File: src/rtl/crc4_serial_tx.sv
// crc4_serial_tx: serialises a parallel message MSB first and appends its
// CRC-4 (MSB first), computed on the fly as the message bits are accepted.
module crc4_serial_tx #(
  parameter int unsigned MSG_W = 7,
  parameter logic [3:0]  POLY  = 4'b0011
) (
  input  logic             clk,
  input  logic             reset_n,
  input  logic             start,
  input  logic [MSG_W-1:0] msg_in,
  output logic             ready,
  output logic             ser_out,
  output logic             ser_valid,
  input  logic             ser_ready,
  output logic [3:0]       crc_out,
  output logic             done
);

  // Counter covers the message index and the 4-bit CRC phase.
  localparam int unsigned CNT_W = ($clog2(MSG_W) < 2) ? 2 : $clog2(MSG_W);

  typedef enum logic [1:0] {
    S_IDLE,
    S_DATA,
    S_CRC,
    S_DONE
  } state_t;

  state_t             r_state;
  logic [MSG_W-1:0]   r_shreg;
  logic [3:0]         r_crc;
  logic [CNT_W-1:0]   r_cnt;
  logic [3:0]         r_crc_out;
  logic               r_ready;
  logic               r_ser_out;
  logic               r_ser_valid;
  logic               r_done;

  logic               w_fb;
  logic [3:0]         w_crc_nx;
  logic [MSG_W-1:0]   w_shreg_nx;
  logic [CNT_W-1:0]   w_cnt_dec;

  // Next CRC / shift values for the bit currently on the line.
  assign w_fb       = r_shreg[MSG_W-1] ^ r_crc[3];
  assign w_crc_nx   = {r_crc[2:0], 1'b0} ^ (w_fb ? POLY : 4'b0000);
  assign w_shreg_nx = r_shreg << 1;
  assign w_cnt_dec  = r_cnt - CNT_W'(1);

  // Frame sequencer; every output is a register updated alongside the state.
  always_ff @(posedge clk or negedge reset_n) begin
    if (!reset_n) begin
      r_state     <= S_IDLE;
      r_shreg     <= '0;
      r_crc       <= 4'b0000;
      r_cnt       <= '0;
      r_crc_out   <= 4'b0000;
      r_ready     <= 1'b1;
      r_ser_out   <= 1'b0;
      r_ser_valid <= 1'b0;
      r_done      <= 1'b0;
    end else begin
      case (r_state)
        S_IDLE: begin
          if (start) begin
            r_shreg     <= msg_in;
            r_crc       <= 4'b0000;
            r_crc_out   <= 4'b0000;
            r_cnt       <= CNT_W'(MSG_W - 1);
            r_ready     <= 1'b0;
            r_ser_valid <= 1'b1;
            r_ser_out   <= msg_in[MSG_W-1];
            r_state     <= S_DATA;
          end
        end
        S_DATA: begin
          if (ser_ready) begin
            r_crc   <= w_crc_nx;
            r_shreg <= w_shreg_nx;
            if (r_cnt == '0) begin
              r_cnt     <= CNT_W'(3);
              r_ser_out <= w_crc_nx[3];
              r_state   <= S_CRC;
            end else begin
              r_cnt     <= w_cnt_dec;
              r_ser_out <= w_shreg_nx[MSG_W-1];
            end
          end
        end
        S_CRC: begin
          if (ser_ready) begin
            if (r_cnt == '0) begin
              r_ser_valid <= 1'b0;
              r_ser_out   <= 1'b0;
              r_done      <= 1'b1;
              r_crc_out   <= r_crc;
              r_state     <= S_DONE;
            end else begin
              r_cnt     <= w_cnt_dec;
              r_ser_out <= r_crc[w_cnt_dec[1:0]];
            end
          end
        end
        S_DONE: begin
          r_done  <= 1'b0;
          r_ready <= 1'b1;
          r_state <= S_IDLE;
        end
        default: begin
          r_done      <= 1'b0;
          r_ser_valid <= 1'b0;
          r_ready     <= 1'b1;
          r_state     <= S_IDLE;
        end
      endcase
    end
  end

  assign ready     = r_ready;
  assign ser_out   = r_ser_out;
  assign ser_valid = r_ser_valid;
  assign crc_out   = r_crc_out;
  assign done      = r_done;

endmodule

File: config.mk
export PLATFORM = sky130hd
export DESIGN_NAME = crc4_serial_tx
export DESIGN_NICKNAME = d
export VERILOG_FILES = /design/src/rtl/crc4_serial_tx.sv
export SDC_FILE = /design/constraint.sdc
export NUM_CORES = 1
export LEC_CHECK = 0
export BUFFER_PORTS_ARGS = -buffer_cell sky130_fd_sc_hd__buf_2
export CAP_MARGIN = 20
export CORE_MARGIN = 4
export CORE_UTILIZATION = 33
export CTS_CLUSTER_SIZE = 28
export DETAILED_ROUTE_END_ITERATION = 12
export SLEW_MARGIN = 20
export SYNTH_ARGS = -nofsm -noshare
export SYNTH_HDL_FRONTEND = slang
export SYNTH_SLANG_ARGS = --single-unit
File: constraint.sdc
create_clock -name clk -period 1.7 [get_ports clk]
set_clock_uncertainty 0.1 [all_clocks]
set_input_delay 0.34 -clock clk [delete_from_list [all_inputs] [get_ports clk]]
set_output_delay 0.34 -clock clk [all_outputs]
set_load 0.01 [all_outputs]
==> flow_metrics.tcl, run 1 <==
set metrics [dict create \
    synth-main-ff-cell "dfrtp_1" \
    synthXorXnorAreaFrac_pct 1.26 \
    antenna_cells 0 \
    p_leak_nw 0.874 \
    fin_util_pct 46.7 \
    drive_gt1_share_pct 43.6 \
    synth_fa_ha_area_share_pct 6.32 \
    final_cell_mix "22 x dfrtp_1, 20 x nand2_1, 20 x buf_4, 18 x buf_2, 10 x o21ai_0" \
    syn-num-nets 159 \
    slowest_delay_ns 0.53 \
    grt_pass1_wl_um 5470 \
    synth.cell_area_mm2 0.00139 \
    h-tree-depth 1 \
    worst-path-buf-inv 1 \
    worst_pin_slew_ns 0.579 \
    synth_cell_types 37 \
    portBuffers 18 \
    antenna_left 0 \
    synth_enable_flop_cells 0 \
    min_period_ns 1.69 \
    drc_errors 0 \
    synth_top_family_by_area "compound AO/OA/AOI/OAI gates" \
    crit_chain "inv_4 -> ha_4 -> nor2_4 -> a2111o_2 -> nand2_2 -> o21ai_2" \
    timing.reg2reg.setup_slack_ns 0.01 \
    crit_cells 6 \
    crit_start "r_state[0]" \
    slew_headroom_pct 61.4 \
    dp_cells 220 \
    grt_overflow_total 0 \
    drv_slew 0 \
    path_max_fanout 5 \
    vias 1194 \
    hpwl_um 2310 \
    ys_ff_latch 24 \
    seq_area_frac_synth_pct 43.5 \
    totalNegativeSetupSlack_ns 0 \
    cpMaxStageDelayCell "a2111o_2" \
    drtIter0Drc 34 \
    wl_per_cell_um 14.9 \
    grt_max_degree 25 \
    cp-endpoint "crc_out[1]" \
    track_usage_pct 13.0 \
    cts_tree "yes" \
    synthSimpleGateAreaFrac_pct 16.4 \
    row_count 23 \
    min_period_over_period_pct 99.2 \
    areaGrowthSynthToFinish_pct 36.0 \
    synth_area_per_cell_um2 9.82 \
    setup_viol 0 \
    cts_root_buf "clkbuf_8" \
    viasPerCell 5.21 \
    max_freq_ghz 0.593 \
    placed_area_mm2 0.00167 \
    die_h_um 72.8 \
    die_w_um 72.8 \
    async_flop_share_pct 100 \
    cap_violations 0 \
    insertion_delay_ns 0.28 \
    clock_sinks 24 \
    fin_cells 229 \
    hold_violations 0 \
    r2r_cells 6 \
    io_pins 19 \
    cts_buffers 3 \
    critPathTopFamily "compound AO/OA/AOI/OAI gates" \
    start_util_pct 34.4 \
    fp.coreArea_mm2 0.00403 \
    synthMuxAreaShare_pct 8.31 \
    antenna_found_initial 0 \
    r2r_end "crc_out[1]" \
    ir_drop_mv 0.721 \
    status "finished clean" \
    place_congestion 0.788 \
    synth-compound-area-share_pct 19.2 \
    hold_path.class "input port to register" \
    synthCells 141 \
    die_area_mm2 0.00530 \
    power_density_mw_per_mm2 2120 \
    rsz0062_at_grt "yes" \
    rr_startpoint "r_state[0]" \
    first_pass_iters 4 \
    clk_path_buf_depth 2 \
    required_ns 1.76 \
    path_clk_slew_ns 0.09 \
    grt_pass1_vias 1191 \
    cp.arrival_ns 1.75 \
    stdcell_area_mm2 0.00188 \
    crit_path_end_kind "register" \
    drt-total-wl_um 3410 \
    final_common_cell "dfrtp_1" \
    fin_nets 198 \
    yosys_warnings 0 \
    crit_type "register to register" \
    critPathLaunchType "register" \
]
[synthesized netlist by cell type, drive strengths merged, types with 2 or more instances]
cell type	instances	area (µm²)
nor2	7	26.3
a22o	5	43.8
nand2b	4	32.5
buf	6	42.5
a21oi	3	15.0
xor2	2	17.5
mux2i	7	70.1
o21ai	16	98.8
o211ai	3	27.5
ha	7	87.6
inv	5	18.8
nand2	26	97.6
nor2b	4	25.0
dfrtp	23	576
clkbuf	2	7.51
mux2	2	22.5
a31oi	2	12.5
nand3	2	10.0
[timing repair]
| item | CTS | global route |
|---|---|---|
| pin swaps | 1 | 15 |
| resized for setup | 6 | 23 |
| endpoints found under the hold margin | 23 | 0 |
| endpoints found under the setup margin | 8 | 10 |
| gates cloned | 1 | 0 |
| hold buffers | 1 | 0 |
| buffers inserted | 1 | 2 |
[worst min-delay path, cell delays in order]
cell	delay [ns]
buf_2	0.07
mux2i_1	0.05
o21ai_0	0.12
[report_power, final]
| group | switching (mW) | internal (mW) | leakage, nW |
|---|---|---|---|
| clock network | 0.200 | 0.315 | 0.0357 |
| logic | 1.22 | 1.25 | 0.535 |
| registers | 0.182 | 0.818 | 0.303 |
| total | 1.60 | 2.38 | 0.874 |
[routing by layer]
layer | part of all wire, % | global-route usage, % | vias up | routed length, µm
met5 | 0 | 0 | - | 0
met4 | 1.0 | 3.69 | 0 | 35
met3 | 5.2 | 2.34 | 5 | 176
met2 | 49 | 23.1 | 30 | 1680
met1 | 45 | 16.0 | 582 | 1520
li1 | - | - | 577 | -
[worst min-delay path by stage]
| stage | depth (start not counted) | end | startpoint | slack (ns) |
|---|---|---|---|---|
| finish | 3 | r_shreg[5] | msg_in[5] | 0.24 |
| global route | 3 | r_shreg[2] | msg_in[2] | 0.26 |
| CTS | 3 | r_shreg[5] | msg_in[5] | 0.25 |
| detailed placement | 1 | ser_valid | reset_n | 0.28 |
| global placement | 1 | done | reset_n | 0.26 |
| floorplan | 0 | crc_out[0] | reset_n | -0.06 |
[flip-flops by register name, summed over array words and instances (netlist names)]
register	count
done	1
r_shreg	7
ser_valid	1
ser_out	1
r_crc	4
r_cnt	3
ready	1
crc_out	4
r_state	2
[per-stage QoR]
stage	hold WS [ns]	setup slack, ns	total power [mW]
after global routing	0.257	-0.0761	4.25
final	0.243	0.0134	3.98
after detailed placement	0.278	-0.0841	3.07
after CTS	0.251	0.0117	3.71
after floorplan	-0.0556	0.00556	2.40
after global placement	0.261	-0.0680	3.00
[layout make-up]
class | count | area [µm²]
fillers | 389 | 2150
multi-input cells | 105 | 841
flip-flops and latches | 24 | 603
repair buffers | 41 | 282
well taps | 50 | 62.6
clock buffers | 3 | 41.3
clock inverters | 1 | 30.0
inverters | 5 | 23.8
[logic make-up (layout without fill, tap and decap cells)]
group	after synthesis	in the layout
xor+xnor	2	2
mux	10	10
buf+inv	13	50
flops	24	24
fa+ha+maj	7	7
compound gates	37	38
simple gates	48	48
No activity file was read; power rests on OpenSTA's default activity.
==> run 2: changes to the inputs <==
--- a/config.mk
+++ b/config.mk
@@ -7,10 +7,13 @@
 export LEC_CHECK = 0
 export BUFFER_PORTS_ARGS = -buffer_cell sky130_fd_sc_hd__buf_2
 export CAP_MARGIN = 20
+export CELL_PAD_IN_SITES_DETAIL_PLACEMENT = 1
+export CELL_PAD_IN_SITES_GLOBAL_PLACEMENT = 2
 export CORE_MARGIN = 4
 export CORE_UTILIZATION = 33
 export CTS_CLUSTER_SIZE = 28
 export DETAILED_ROUTE_END_ITERATION = 12
+export PLACE_DENSITY_LB_ADDON = 0.1
 export SLEW_MARGIN = 20
 export SYNTH_ARGS = -nofsm -noshare
 export SYNTH_HDL_FRONTEND = slang
==> constraint.sdc (replaced) <==
create_clock -name clk -period 1.78 [get_ports clk]
set_clock_uncertainty 0.1 [all_clocks]
set_input_delay 0.356 -clock clk [delete_from_list [all_inputs] [get_ports clk]]
set_output_delay 0.356 -clock clk [all_outputs]
set_load 0.01 [all_outputs]
==> run 2 against run 1 <==
- final cell count is 1.7% lower
- final area is 4.1% lower
- core utilization is 1.9 points lower
- routed wire length is 5.8% higher
- combinational power is 13% lower
- largest cell class unchanged
- highest routed layer unchanged
==> flow_metrics.tcl, run 2 (synthesized netlist as in run 1, its figures left out) <==
set metrics [dict create \
    max_freq_ghz 0.569 \
    r2r_cells 6 \
    final_cell_mix "22 x dfrtp_1, 21 x nand2_1, 18 x buf_2, 17 x buf_4, 11 x o21ai_0" \
    final_common_cell "dfrtp_1" \
    power_density_mw_per_mm2 1980 \
    grt_max_degree 25 \
    die_h_um 72.8 \
    grt_pass1_wl_um 5910 \
    seqPwrFrac_pct 26.5 \
    path_max_fanout 5 \
    hold_violations 0 \
    die_w_um 72.8 \
    drive_gt1_share_pct 39.4 \
    min_period_over_period_pct 98.7 \
    combinationalPowerShare_pct 59.8 \
    track_usage_pct 14.6 \
    critPathLaunchType "register" \
    slew_headroom_pct 61.6 \
    wl_per_cell_um 16.0 \
    setup_viol 0 \
    min_from "msg_in[4]" \
    totalNegativeSetupSlack_ns 0 \
    cap_violations 0 \
    start_util_pct 34.4 \
    required_ns 1.84 \
    clock_sinks 24 \
    clk_path_buf_depth 2 \
    clkPwrFrac_pct 13.6 \
    first_pass_iters 4 \
    cts_buffers 3 \
    path_clk_slew_ns 0.09 \
    insertion_delay_ns 0.27 \
    vias 1134 \
    min_period_ns 1.76 \
    antenna_found_initial 0 \
    holdWs_ns 0.269 \
    cts_root_buf "clkbuf_8" \
    hold_depth 3 \
    switching_power_mw 1.46 \
    power.internal_mw 2.12 \
    rr_startpoint "r_state[0]" \
    portBuffers 18 \
    crit_path_end_kind "register" \
    grt_pass1_vias 1202 \
    crit_type "register to register" \
    die_area_mm2 0.00530 \
    fp.coreArea_mm2 0.00403 \
    cts_tree "yes" \
    h-tree-depth 1 \
    drc_errors 0 \
    ir_drop_mv 0.842 \
    fillers 478 \
    hpwl_um 2530 \
    io_pins 19 \
    drtIter0Drc 54 \
    row_count 23 \
    dp_cells 215 \
    fin_nets 194 \
    p_leak_nw 0.852 \
    largest_reg_flops 7 \
    status "finished clean" \
    crit_start "r_state[0]" \
    top_register "r_shreg" \
    fin_cells 225 \
    worst_pin_slew_ns 0.575 \
    cp.arrival_ns 1.81 \
    p_sw_share_pct 40.8 \
    hold_path.class "input port to register" \
    areaGrowthSynthToFinish_pct 30.4 \
    place_congestion 0.780 \
    drv_slew 0 \
    antenna_cells 0 \
    antenna_left 0 \
    p_total_mw 3.58 \
    drt-total-wl_um 3610 \
    viasPerCell 5.04 \
    grt_overflow_total 0 \
]
==> run 2: what timing repair did <==
action	CTS	global route
gates resized for setup	7	16
endpoints found under the setup margin	8	8
endpoints found under the hold margin	23	0
pin swaps	1	3
gates cloned	1	0
hold buffers	1	0
setup buffers	2	2
==> run 2: power by group through the flow <==
stage	clock network, mW	registers, mW	logic (mW)
floorplan	0	0.942	1.26
global placement	0	0.938	1.81
detailed placement	0	0.948	1.87
CTS	0.507	0.940	2.00
global route	0.525	0.983	2.38
finish	0.487	0.950	2.14
==> run 2: area by class of cell <==
type                            count  area, µm²  share of cell area [%]
Inverter                            5       21.3                    1.18
Sequential cell                    24        603                    33.4
Tap cell                           50       62.6                    3.46
Clock inverter                      1       30.0                    1.66
Timing Repair Buffer               37        248                    13.7
Multi-Input combinational cell    105        801                    44.3
Clock buffer                        3       41.3                    2.29
==> run 2: path summary, 6_finish.rpt <==
check                             end  slack (ns)
hold reg to reg            crc_out[0]        0.39
hold / removal             r_shreg[4]        0.27
setup / recovery           crc_out[2]        0.02
max in group asynchronous  r_state[1]        0.65
setup reg to reg           crc_out[2]        0.02
min in group asynchronous    r_cnt[2]        0.51
==> run 2: stage by stage <==
step	setup slack (ns)	util [%]	cell area, µm²
2_1_floorplan	0.0160	-	1390
3_3_place_gp	-0.0450	39.9	1610
3_5_place_dp	-0.105	39.9	1610
4_1_cts	-0.00834	43.1	1740
5_1_grt	-0.0186	44.8	1810
6_report	0.0233	44.8	1810
==> run 2: worst max-delay path: stages (launching register included) <==
cell and delay, ns:
dfrtp_1 0.39, inv_2 0.09, ha_2 0.21, nor2b_2 0.18, a2111o_2 0.51, nand2_2 0.11, o21ai_2 0.05
==> run 2: metal layers <==
layer	global-route usage, %	wire length (µm)	up-vias
li1	-	-	561
met1	18.0	1590	550
met2	26.7	1850	19
met3	2.07	103	4
met4	3.69	63	0
met5	0	0	-
==> run 3: changes to the inputs <==
--- a/config.mk
+++ b/config.mk
@@ -5,6 +5,7 @@
 export SDC_FILE = /design/constraint.sdc
 export NUM_CORES = 1
 export LEC_CHECK = 0
+export ABC_AREA = 1
 export BUFFER_PORTS_ARGS = -buffer_cell sky130_fd_sc_hd__buf_2
 export CAP_MARGIN = 20
 export CELL_PAD_IN_SITES_DETAIL_PLACEMENT = 1
==> constraint.sdc (replaced) <==
create_clock -name clk -period 2.15 [get_ports clk]
set_clock_uncertainty 0.1 [all_clocks]
set_input_delay 0.43 -clock clk [delete_from_list [all_inputs] [get_ports clk]]
set_output_delay 0.43 -clock clk [all_outputs]
set_load 0.01 [all_outputs]
==> run 3 against run 2 <==
- non-clock buffer count decreased by 18
- core utilization decreased by 4.4 points
- count of clock-buffer cells in the layout unchanged
- critical path depth increased by 1
- final cell count increased by 4.9%
- sequential share of layout area increased by 6.4 points
- synthesized cell count increased by 18%
==> flow_metrics.tcl, run 3 <==
set metrics [dict create \
    cts_root_buf "clkbuf_8" \
    min_period_ns 1.92 \
    r2r_end "r_crc[0]" \
    required_ns 2.24 \
    hold_path.class "input port to asynchronous set/reset pin" \
    critPathLaunchType "register" \
    yosysTopAreaCell "dfrtp_1" \
    fp.coreArea_mm2 0.00374 \
    ir_drop_mv 0.549 \
    crit_path_end_kind "register" \
    areaGrowthSynthToFinish_pct 16.4 \
    die_w_um 70.8 \
    worst_pin_slew_ns 0.561 \
    power_density_mw_per_mm2 1620 \
    timing.reg2reg.setup_slack_ns 0.23 \
    antenna_left 0 \
    row_count 22 \
    min_period_over_period_pct 89.2 \
    ctsResizeCount 0 \
    fillers 483 \
    die_area_mm2 0.00501 \
    synthCells 167 \
    largest_reg_flops 7 \
    antenna_cells 0 \
    top_register "r_shreg" \
    synth_enable_flop_cells 0 \
    drt-total-wl_um 3230 \
    antenna_found_initial 0 \
    p_leak_nw 0.790 \
    synth.top_cells.by_count "58 x nand2_1, 23 x dfrtp_1, 20 x inv_1, 14 x nor2_1, 11 x o21ai_0" \
    max_freq_ghz 0.521 \
    status "finished clean" \
    cts_tree "yes" \
    yosys_warnings 0 \
    rsz0062_at_grt "no" \
    hold_buffers 0 \
    grt_pass1_wl_um 5670 \
    setup_viol 0 \
    crit_start "r_state[0]" \
    slew_headroom_pct 62.6 \
    ys_ff_latch 24 \
    fin_nets 207 \
    grt_overflow_total 0 \
    r2r_cells 7 \
    portBuffers 18 \
    grt_max_degree 25 \
    die_h_um 70.8 \
    syn-num-nets 185 \
    final_common_cell "nand2_1" \
    clock_sinks 24 \
    netlist.area_leader.share_pct 44.3 \
    cts_buffers 3 \
    clk_path_buf_depth 2 \
    rr_startpoint "r_state[0]" \
    track_usage_pct 14.0 \
    cap_violations 0 \
    hpwl_um 2510 \
    cp-endpoint "r_crc[0]" \
    path_max_fanout 19 \
    h-tree-depth 1 \
    hold_violations 0 \
    synth.cell_area_mm2 0.00130 \
    io_pins 19 \
    drtIter0Drc 50 \
    totalNegativeSetupSlack_ns 0 \
    final_cell_mix "58 x nand2_1, 23 x dfrtp_1, 20 x inv_1, 18 x buf_2, 14 x nor2_1" \
    synth_cell_types 21 \
    insertion_delay_ns 0.27 \
    grt_pass1_vias 1197 \
    drv_slew 0 \
    seq_area_frac_synth_pct 46.3 \
    vias 1099 \
    path_clk_slew_ns 0.09 \
    yosysMostFrequentCell "nand2_1" \
    viasPerCell 4.66 \
    synth_area_per_cell_um2 7.78 \
    drc_errors 0 \
    place_congestion 0.768 \
    cts_setup_buffers 0 \
    start_util_pct 34.7 \
    async_flop_share_pct 100 \
    drive_gt1_share_pct 14.9 \
    wl_per_cell_um 13.7 \
    first_pass_iters 4 \
    holdWs_ns 0.0340 \
    crit_type "register to register" \
    cp.arrival_ns 2.01 \
    synth-main-ff-cell "dfrtp_1" \
    synth_area_leaders "dfrtp_1 44%, nand2_1 17%, ha_1 6.7%" \
]
==> run 3: worst min path at each step <==
stage | start | depth (start not counted) | endpoint | slack, ns
6_report | reset_n | 1 | r_cnt[1] | 0.03
5_1_grt | reset_n | 1 | r_cnt[1] | 0.08
4_1_cts | reset_n | 1 | r_cnt[1] | 0.06
3_3_place_gp | reset_n | 1 | r_cnt[2] | 0.35
3_5_place_dp | reset_n | 1 | r_cnt[1] | 0.36
2_1_floorplan | reset_n | 0 | crc_out[0] | 0.03
==> run 3: cell type report <==
type / count / area, µm² / area share (%)
well taps: 48 / 60.1 / 3.97
multi-input cells: 120 / 603 / 39.9
clock buffers: 3 / 41.3 / 2.73
flip-flops and latches: 24 / 602 / 39.8
repair buffers: 19 / 97.6 / 6.45
clock inverters: 1 / 30.0 / 1.99
inverters: 21 / 78.8 / 5.21
==> run 3: cell families (layout without fill, tap and decap cells) <==
| family | count (synthesis) | count (layout) | share of synthesized area (%) |
|---|---|---|---|
| xor+xnor | 2 | 2 | 1.35 |
| simple gates | 83 | 83 | 26.5 |
| flops | 24 | 24 | 46.3 |
| compound gates | 28 | 28 | 11.8 |
| buf+inv | 23 | 44 | 7.31 |
| fa+ha+maj | 7 | 7 | 6.74 |
==> run 3: metrics by stage <==
| stage | setup WS, ns | utilization, % | instance area (µm²) | instances | total power, mW |
|---|---|---|---|---|---|
| 6_report | 0.232 | 40.4 | 1510 | 236 | 2.45 |
| 5_1_grt | 0.0409 | 40.4 | 1510 | 236 | 2.73 |
| 4_1_cts | 0.222 | 40.4 | 1510 | 236 | 2.51 |
| 3_5_place_dp | 0.238 | 38.5 | 1440 | 232 | 2.09 |
| 3_3_place_gp | 0.404 | 38.5 | 1440 | 232 | 2.02 |
| 2_1_floorplan | 0.634 | - | 1300 | 167 | 1.72 |
==> run 3: power breakdown <==
part           internal, mW  switching [mW]  leakage [nW]
registers             0.647           0.117         0.298
logic                 0.427           0.856         0.456
clock network         0.249           0.157        0.0357
total                  1.32            1.13         0.790
==> run 3: metal layers <==
metal | global-route usage [%] | up-vias | part of all wire, %
met5 | 0 | - | 0
met3 | 3.55 | 2 | 4.5
li1 | - | 573 | -
met2 | 23.5 | 20 | 47
met1 | 18.6 | 504 | 49
met4 | 2.51 | 0 | 0.28
==> run 3: worst max-delay path: stages, from the launching register on <==
cell and delay [ns]:
dfrtp_1 0.42, inv_1 0.10, ha_1 0.25, nand2_1 0.15, nand2_1 0.12, nor2_4 0.35
nand2_1 0.17, o22ai_1 0.18
